$ cat config.mk
export PLATFORM = sky130hd
export DESIGN_NAME = mem_bus_bridge
export DESIGN_NICKNAME = d
export VERILOG_FILES = /design/src/rtl/mem_bus_bridge_pkg.sv /design/src/rtl/mem_bus_bridge_timeout_cnt.sv /design/src/rtl/mem_bus_bridge.sv
export SDC_FILE = /design/constraint.sdc
export NUM_CORES = 1
export LEC_CHECK = 0
export BUFFER_PORTS_ARGS = -buffer_cell sky130_fd_sc_hd__buf_2
export CORE_ASPECT_RATIO = 2
export CORE_MARGIN = 8
export CORE_UTILIZATION = 45
export DETAILED_ROUTE_END_ITERATION = 7
export GPL_ROUTABILITY_DRIVEN = 0
export PLACE_DENSITY_LB_ADDON = 0.05
export RECOVER_POWER = 25
export SETUP_SLACK_MARGIN = 0.5
export SYNTH_ARGS = -nofsm -noshare
export SYNTH_HDL_FRONTEND = slang
export SYNTH_SLANG_ARGS = --single-unit
export TNS_END_PERCENT = 100
$ cat constraint.sdc
create_clock -name clk -period 1.8 [get_ports clk]
set_clock_uncertainty 0.05 [all_clocks]
set_input_delay 0.18 -clock clk [delete_from_list [all_inputs] [get_ports clk]]
set_output_delay 0.18 -clock clk [all_outputs]
set_load 0.02 [all_outputs]
$ cat src/rtl/mem_bus_bridge_pkg.sv
// Shared types and constants for the core-RAM to req/ack bus bridge.
`default_nettype none

package mem_bus_bridge_pkg;

  localparam int SEL_W = 4;

  typedef enum logic [1:0] {
    BRG_IDLE = 2'b00,
    BRG_BUSY = 2'b01,
    BRG_DONE = 2'b10
  } brg_state_t;

endpackage

`default_nettype wire

$ cat src/rtl/mem_bus_bridge_timeout_cnt.sv
// Wait-state counter for the bridge; expired flags the last permitted BUSY cycle.
`default_nettype none

module mem_bus_bridge_timeout_cnt #(
  parameter int TIMEOUT = 255,
  parameter int CNT_W   = 8
) (
  input  logic clk,
  input  logic rst,
  input  logic clear,
  input  logic enable,
  output logic expired
);

  localparam logic [CNT_W-1:0] LAST = CNT_W'(TIMEOUT - 1);

  logic [CNT_W-1:0] count;

  assign expired = (count == LAST);

  // Holding at LAST keeps the count from ever wrapping.
  always_ff @(posedge clk or negedge rst) begin
    if (!rst) begin
      count <= '0;
    end else if (clear) begin
      count <= '0;
    end else if (enable && !expired) begin
      count <= count + CNT_W'(1);
    end
  end

endmodule

`default_nettype wire

$ cat src/rtl/mem_bus_bridge.sv
// Turns the core's single-cycle data-RAM access into a registered req/ack bus
// transaction with wait states and timeout, stalling the pipeline throughout.
`default_nettype none

module mem_bus_bridge
  import mem_bus_bridge_pkg::*;
#(
  parameter int DATA_W  = 32,
  parameter int ADDR_W  = 32,
  parameter int TIMEOUT = 255,
  parameter int CNT_W   = 8
) (
  input  logic              clk,
  input  logic              rst,
  input  logic              ram_ce_i,
  input  logic              ram_we_i,
  input  logic [SEL_W-1:0]  ram_sel_i,
  input  logic [ADDR_W-1:0] ram_addr_i,
  input  logic [DATA_W-1:0] ram_data_i,
  output logic [DATA_W-1:0] ram_data_o,
  output logic              stallreq_o,
  output logic              bus_req_o,
  output logic              bus_we_o,
  output logic [SEL_W-1:0]  bus_sel_o,
  output logic [ADDR_W-1:0] bus_addr_o,
  output logic [DATA_W-1:0] bus_wdata_o,
  input  logic              bus_ack_i,
  input  logic [DATA_W-1:0] bus_rdata_i,
  output logic              bus_err_o
);

  brg_state_t state;
  logic       cnt_clear;
  logic       cnt_enable;
  logic       expired;

  assign cnt_clear  = (state != BRG_BUSY);
  assign cnt_enable = (state == BRG_BUSY) && !bus_ack_i;

  mem_bus_bridge_timeout_cnt #(
    .TIMEOUT (TIMEOUT),
    .CNT_W   (CNT_W)
  ) u_timeout_cnt (
    .clk     (clk),
    .rst     (rst),
    .clear   (cnt_clear),
    .enable  (cnt_enable),
    .expired (expired)
  );

  // IDLE passes ram_ce_i straight through so the core stalls in the request cycle.
  always_comb begin
    stallreq_o = 1'b0;
    if (rst) begin
      case (state)
        BRG_IDLE: stallreq_o = ram_ce_i;
        BRG_BUSY: stallreq_o = 1'b1;
        default:  stallreq_o = 1'b0;
      endcase
    end
  end

  always_ff @(posedge clk or negedge rst) begin
    if (!rst) begin
      state       <= BRG_IDLE;
      bus_req_o   <= 1'b0;
      bus_we_o    <= 1'b0;
      bus_sel_o   <= '0;
      bus_addr_o  <= '0;
      bus_wdata_o <= '0;
      ram_data_o  <= '0;
      bus_err_o   <= 1'b0;
    end else begin
      bus_err_o <= 1'b0;
      case (state)
        BRG_IDLE: begin
          if (ram_ce_i) begin
            bus_we_o    <= ram_we_i;
            bus_sel_o   <= ram_sel_i;
            bus_addr_o  <= ram_addr_i;
            bus_wdata_o <= ram_data_i;
            bus_req_o   <= 1'b1;
            state       <= BRG_BUSY;
          end
        end
        BRG_BUSY: begin
          // Ack is tested first so it wins over a simultaneous timeout.
          if (bus_ack_i) begin
            bus_req_o <= 1'b0;
            if (!bus_we_o) begin
              ram_data_o <= bus_rdata_i;
            end
            state <= BRG_DONE;
          end else if (expired) begin
            bus_req_o  <= 1'b0;
            ram_data_o <= '0;
            bus_err_o  <= 1'b1;
            state      <= BRG_DONE;
          end
        end
        BRG_DONE: begin
          state <= BRG_IDLE;
        end
        default: begin
          state <= BRG_IDLE;
        end
      endcase
    end
  end

endmodule

`default_nettype wire

# Yosys cells after proc, flatten, opt, wreduce, memory -nomap -nowiden
# Cells that the tools add are included.
word_totals:
  regBits: 113
  input_bits: 105
  out_inout_bits: 104
classes:
  addsub: 1
  n_eq_ne: 6
  n_mux: 18
  reduce_logical: 12
ops:
  columns: ["op", "n"]
  rows:
  - ["2-to-1 mux 32 bit", 3]
  - ["2-to-1 mux 8 bit", 2]
  - ["adder 8 x 1 -> 8 bit, second input constant", 1]
  - ["== test 8 bit, second input constant", 1]
  - ["2-to-1 mux 1 bit", 7]
  - ["2-to-1 mux 2 bit", 3]
  - ["AND reduction 3 bit", 2]
  - ["nonzero test 2 bit", 3]
  - ["!= test 2 bit, second input constant", 2]
  - ["one-hot mux 1 bit (2 select lines)", 2]
  - ["one-hot mux 2 bit (2 select lines)", 1]
  - ["AND reduction 2 bit", 2]
  - ["!= test 3 x 2 -> 1 bit, second input constant", 1]
  - ["== test 2 x 1 -> 1 bit, second input constant", 1]
  - ["logical AND 1 bit", 2]
  - ["logical NOT 1 bit", 2]
  - ["logical NOT 2 bit", 1]
  - ["!= test 2 x 1 -> 1 bit, second input constant", 1]

# Logic depth before layout (Yosys ltp)
logic_depth:
  depth_word: 5
  mapped_depth: 7
  mapped_depth_nobuf: 5

# Modules after synthesis
# A second synthesis with hierarchy kept.
unflattened:
  hier_cells: 353
  area_unflattened_um2: 4708.3
by_module_without_submodules:
  columns: ["module", "instances", "cells_per_inst", "area_per_inst_um2", "seq_area_each_um2"]
  rows:
  - ["mem_bus_bridge", 1, 299, 4189.0, 2627.5]
  - ["mem_bus_bridge_timeout_cnt", 1, 54, 519.2, 200.2]

# Worst setup path before layout
# OpenSTA, ideal clock, no wires.
synth_path:
  path_kind: "register to register"
  start: "reg u_timeout_cnt.count[0]"
  end: "reg ram_data_o[10]"
  arrival_ps: 1461
  required_time_ps: 1624
  setup_slack_ps: 163
  path_stages_with_launch: 8
  n_path_buf: 2
  path_cell_list: "dfrtp_1 -> inv_1 -> ha_1 -> and3_1 -> buf_6 -> a31oi_4 -> buf_6 -> a221o_1"
synth_between:
  elab_chain_cells: 3
synth_rtl:
  columns: ["element", "line", "source"]
  rows:
  - ["start, declared", "mem_bus_bridge_timeout_cnt.sv:17", "logic [CNT_W-1:0] count;"]
  - ["start signal, assigned", "mem_bus_bridge_timeout_cnt.sv:28", "count <= count + CNT_W'(1);"]
  - ["== test 8 bit", "mem_bus_bridge_timeout_cnt.sv:19", "assign expired = (count == LAST);"]
  - ["nonzero test 2 bit (no line)", null, null]
  - ["AND reduction 3 bit (no line)", null, null]
  - ["end signal, assigned", "mem_bus_bridge.sv:91", "ram_data_o <= bus_rdata_i;"]
  - ["end, declared", "mem_bus_bridge.sv:20", "output logic [DATA_W-1:0] ram_data_o,"]
# No other way between the ends.
# A chain may end at the register's enable or synchronous reset.

# Worst setup path after layout
layout_path:
  start: "reg state[0]"
  end: "reg bus_wdata_o[15]"
layout_between:
  elab_chain_cells: 2
layout_rtl:
  columns: ["element", "line", "source"]
  rows:
  - ["start, declared", "mem_bus_bridge.sv:32", "brg_state_t state;"]
  - ["start signal, assigned", "mem_bus_bridge.sv:65", "state <= BRG_IDLE;"]
  - ["start signal, assigned", "mem_bus_bridge.sv:83", "state <= BRG_BUSY;"]
  - ["start signal, assigned", "mem_bus_bridge.sv:93", "state <= BRG_DONE;"]
  - ["logical NOT 2 bit", "mem_bus_bridge.sv:75", "case (state)"]
  - ["AND reduction 2 bit (no line)", null, null]
  - ["end signal, assigned", "mem_bus_bridge.sv:81", "bus_wdata_o <= ram_data_i;"]
  - ["end, declared", "mem_bus_bridge.sv:26", "output logic [DATA_W-1:0] bus_wdata_o,"]
# No other way between the ends.

==> results.yml <==
outcome:
  status: "finished, final reports clean"
route:
  routedWlPerCell_microns: 21.0
  highest_layer: "met4"
  routed_via_density: 5.15
  vias: 4210
  drtIter0Drc: 226
  first_pass_iters: 4
  wl_mm: 17.2
  ant_nets: 0
  wl_met3_mm: 1.04
  dr_wl_met2_mm: 9.38
  route.detailed.drc: 0
  m1WireLength_mm: 6.12
logic_synthesis:
  synth_area_leaders: "dfrtp_1, mux2_2, a221o_1, and2_1, buf_6"
  async_flop_share: 1.00
  avgSynthCellArea_sq_um: 14.4
  syn_nets: 428
  netlist.top_cell.by_area: "dfrtp_1"
  synth-edff-count: 0
  synthCells: 321
  syn_area_sq_mm: 0.00463
  synth_top_area_frac: 0.611
  synth_cell_types: 36
  yosysWarnings: 0
  synthFlopType: "dfrtp_1"
  ys_seq_area_frac: 0.611
  synth-seq-cells: 113
finish:
  nets: 776
  final_layout_size_suffix_gt1_frac: 0.554
  nFillCells: 492
  finish.instance_area_sq_mm: 0.00832
  syn_to_final_growth_pct: 79.7
floorplanning:
  start_util: 0.459
  die_h_microns: 159
  row_count: 52
  core_area_sq_mm: 0.0101
  dieWidth_microns: 87.7
  dieArea_sq_mm: 0.0140
  ioPinCount: 209
global_route:
  grt_util_all_layers: 0.243
  grt_overflow: 0
  grt_pass1_wl_mm: 25.7
  grt_pass1_vias: 4774
  grt_max_degree: 114
  antenna_found_initial: 1
clocking:
  cts_tree: "built"
  cts_buffers: 17
  cts.path.max_buffers: 2
  cts_root_buf: "clkbuf_16"
  cts.sinks: 113
  clock_latency_ps: 400
  path_clk_slew_ps: 60
  htreeDepth: 4
min_path:
  worst_hold_path.endpoint: "bus_err_o$_DFF_PN0_"
  whs_path_depth: 2
  hold_path_startpoint: "bus_ack_i"
  hold_class: "input pin to flip-flop"
sta:
  finalMaxSlewViolations: 0
  hold_viol: 0
  worst_hold_slack_ps: 80.4
  timing.fmax_mhz: 613
  setup_tns_ps: 0
  worst_slew_pin_slew_ps: 993
  period_minus_slack_ps: 1630
  final-setup-viol-count: 0
  rsz0062_at_grt: "true"
  slew_headroom: 0.338
  fin_crit_sh: 0.906
pwr:
  pwr-share-clk: 0.263
  vdd_drop_max_uv: 985
  leakagePower_uw: 0.00391
  switching_share: 0.352
  switchingPower_uw: 4710
  power_frac_seq: 0.315
  p_comb_frac: 0.423
  power_density_mw_per_mm2: 1610
  p_int_uw: 8670
placement:
  port_buffers: 208
  dpl-instance-area_sq_mm: 0.00618
  dp_hpwl_mm: 9.83
setup_path:
  start_kind: "flip-flop"
  r2r_slack_ps: 170
  rr_worst_depth: 5
  critPathBufInv: 3
  r2r_end: "bus_wdata_o[15]$_DFFE_PN0P_"
  cpPeakStageDelay_ps: 440
  cp_slowest_cell: "dfrtp_2"
  cp.required_ps: 2030
  cp.arrival_ps: 1860
  crit_type: "flip-flop to flip-flop"
  cp_cell_sequence: "nor3b_4 -> buf_6 -> buf_12 -> buf_12 -> mux2_4"
  critical_path.top_delay_family: "buffers and inverters"
  crit_path_end_kind: "flip-flop"
  rr_startpoint: "state[0]$_DFFE_PN0P_"
  path_max_fanout: 11
  crit_top_cell: "buf_12"
flow_run:
  maxCapViolCount: 0
-- cell families (layout without fill, tap and decap cells) --
logic type	count (synthesis)	after routing	synth area share
AOI/OAI and AO/OA	49	49	0.0978
adders and majority gates	2	2	0.00540
DFF	113	113	0.611
and+or+nand+nor	62	62	0.0808
buffers and inverters	24	385	0.0330
muxes	71	71	0.172
other	0	1	0
-- timing repair --
action,in CTS,in global routing
setup endpoints to repair,115,115
setup buffers,17,4
hold buffers,102,0
pin swaps,12,3
gates cloned,3,2
gates resized for setup,40,13
endpoints found under the hold margin,214,0
-- worst reg2reg max path: stages, from the launching register on --
cell and delay [ps]:
dfrtp_2 440, nor3b_4 230, buf_6 160, buf_12 160, buf_12 160, mux2_4 310
-- worst max path at each step --
| stage | startpoint | end | depth (start not counted) |
|---|---|---|---|
| 2_1_floorplan | u_timeout_cnt.count[0]$_DFFE_PN0P_ | ram_data_o[10]$_DFFE_PN0P_ | 7 |
| 3_3_place_gp | u_timeout_cnt.count[0]$_DFFE_PN0P_ | ram_data_o[0]$_DFFE_PN0P_ | 6 |
| 3_5_place_dp | u_timeout_cnt.count[0]$_DFFE_PN0P_ | ram_data_o[1]$_DFFE_PN0P_ | 6 |
| 4_1_cts | u_timeout_cnt.count[0]$_DFFE_PN0P_ | ram_data_o[0]$_DFFE_PN0P_ | 6 |
| 5_1_grt | rst | state[0]$_DFFE_PN0P_ | 3 |
| 6_report | state[0]$_DFFE_PN0P_ | bus_wdata_o[15]$_DFFE_PN0P_ | 5 |
-- cell usage in the layout (no fill, tap or decap), drive strengths merged, types with 3 or more instances in the layout --
cell type and n:
buf 247, dfrtp 113, dlygate4sd3 102, mux2 69
and2 33, a221o 32, clkbuf 25, nand2 7
nor2 4, a31oi 4, clkinv 3, bufinv 3
clkinvlp 3, nand2b 3, o21ai 3, nor2b 3
nor3 3, a21oi 3
-- registers in the layout, indices dropped and copies added (netlist names) --
register             count
bus_we_o                 1
ram_data_o              32
bus_sel_o                4
state                    2
bus_err_o                1
bus_wdata_o             32
u_timeout_cnt.count      8
bus_req_o                1
bus_addr_o              32
-- stage by stage --
stage                     instances  total power [uW]   util  setup slack, ps
after floorplan                 321              7440      -              178
after global placement          657              9060  0.613              194
after detailed placement        657              9160  0.613              157
after CTS                       811             13200  0.814              224
after global routing            818             14000  0.825              142
final                           818             13400  0.825              169
-- synthesized netlist by cell type, types with 4 or more instances --
master and count:
dfrtp_1 113, mux2_2 69, a221o_1 32, and2_1 32, buf_2 12, nand2_1 7
buf_6 6, clkbuf_1 4, nor2_1 4
-- per-layer routing --
metal,track usage,vias to the layer above
met4,0.146,0
met5,0,-
met1,0.246,2102
met2,0.420,189
li1,-,1877
met3,0.0688,42
-- cell type report --
cell class	instances	area, sq um	share of cell area
Clock buffer	23	498	0.0599
Tap cell	135	169	0.0203
Timing Repair Buffer	351	2630	0.316
Antenna cell	1	2.50	0.000301
Inverter	2	10.0	0.00120
Multi-Input combinational cell	184	2050	0.246
Clock inverter	9	128	0.0153
Sequential cell	113	2830	0.340
-- power by group through the flow --
stage / sequential, uW / combinational (uW) / clock [uW]
floorplan: 5340 / 2100 / 0
global placement: 4110 / 4950 / 0
detailed placement: 4150 / 5010 / 0
CTS: 4140 / 5520 / 3560
global route: 4320 / 5960 / 3690
finish: 4210 / 5650 / 3510
No activity file was read; power rests on OpenSTA's default activity.
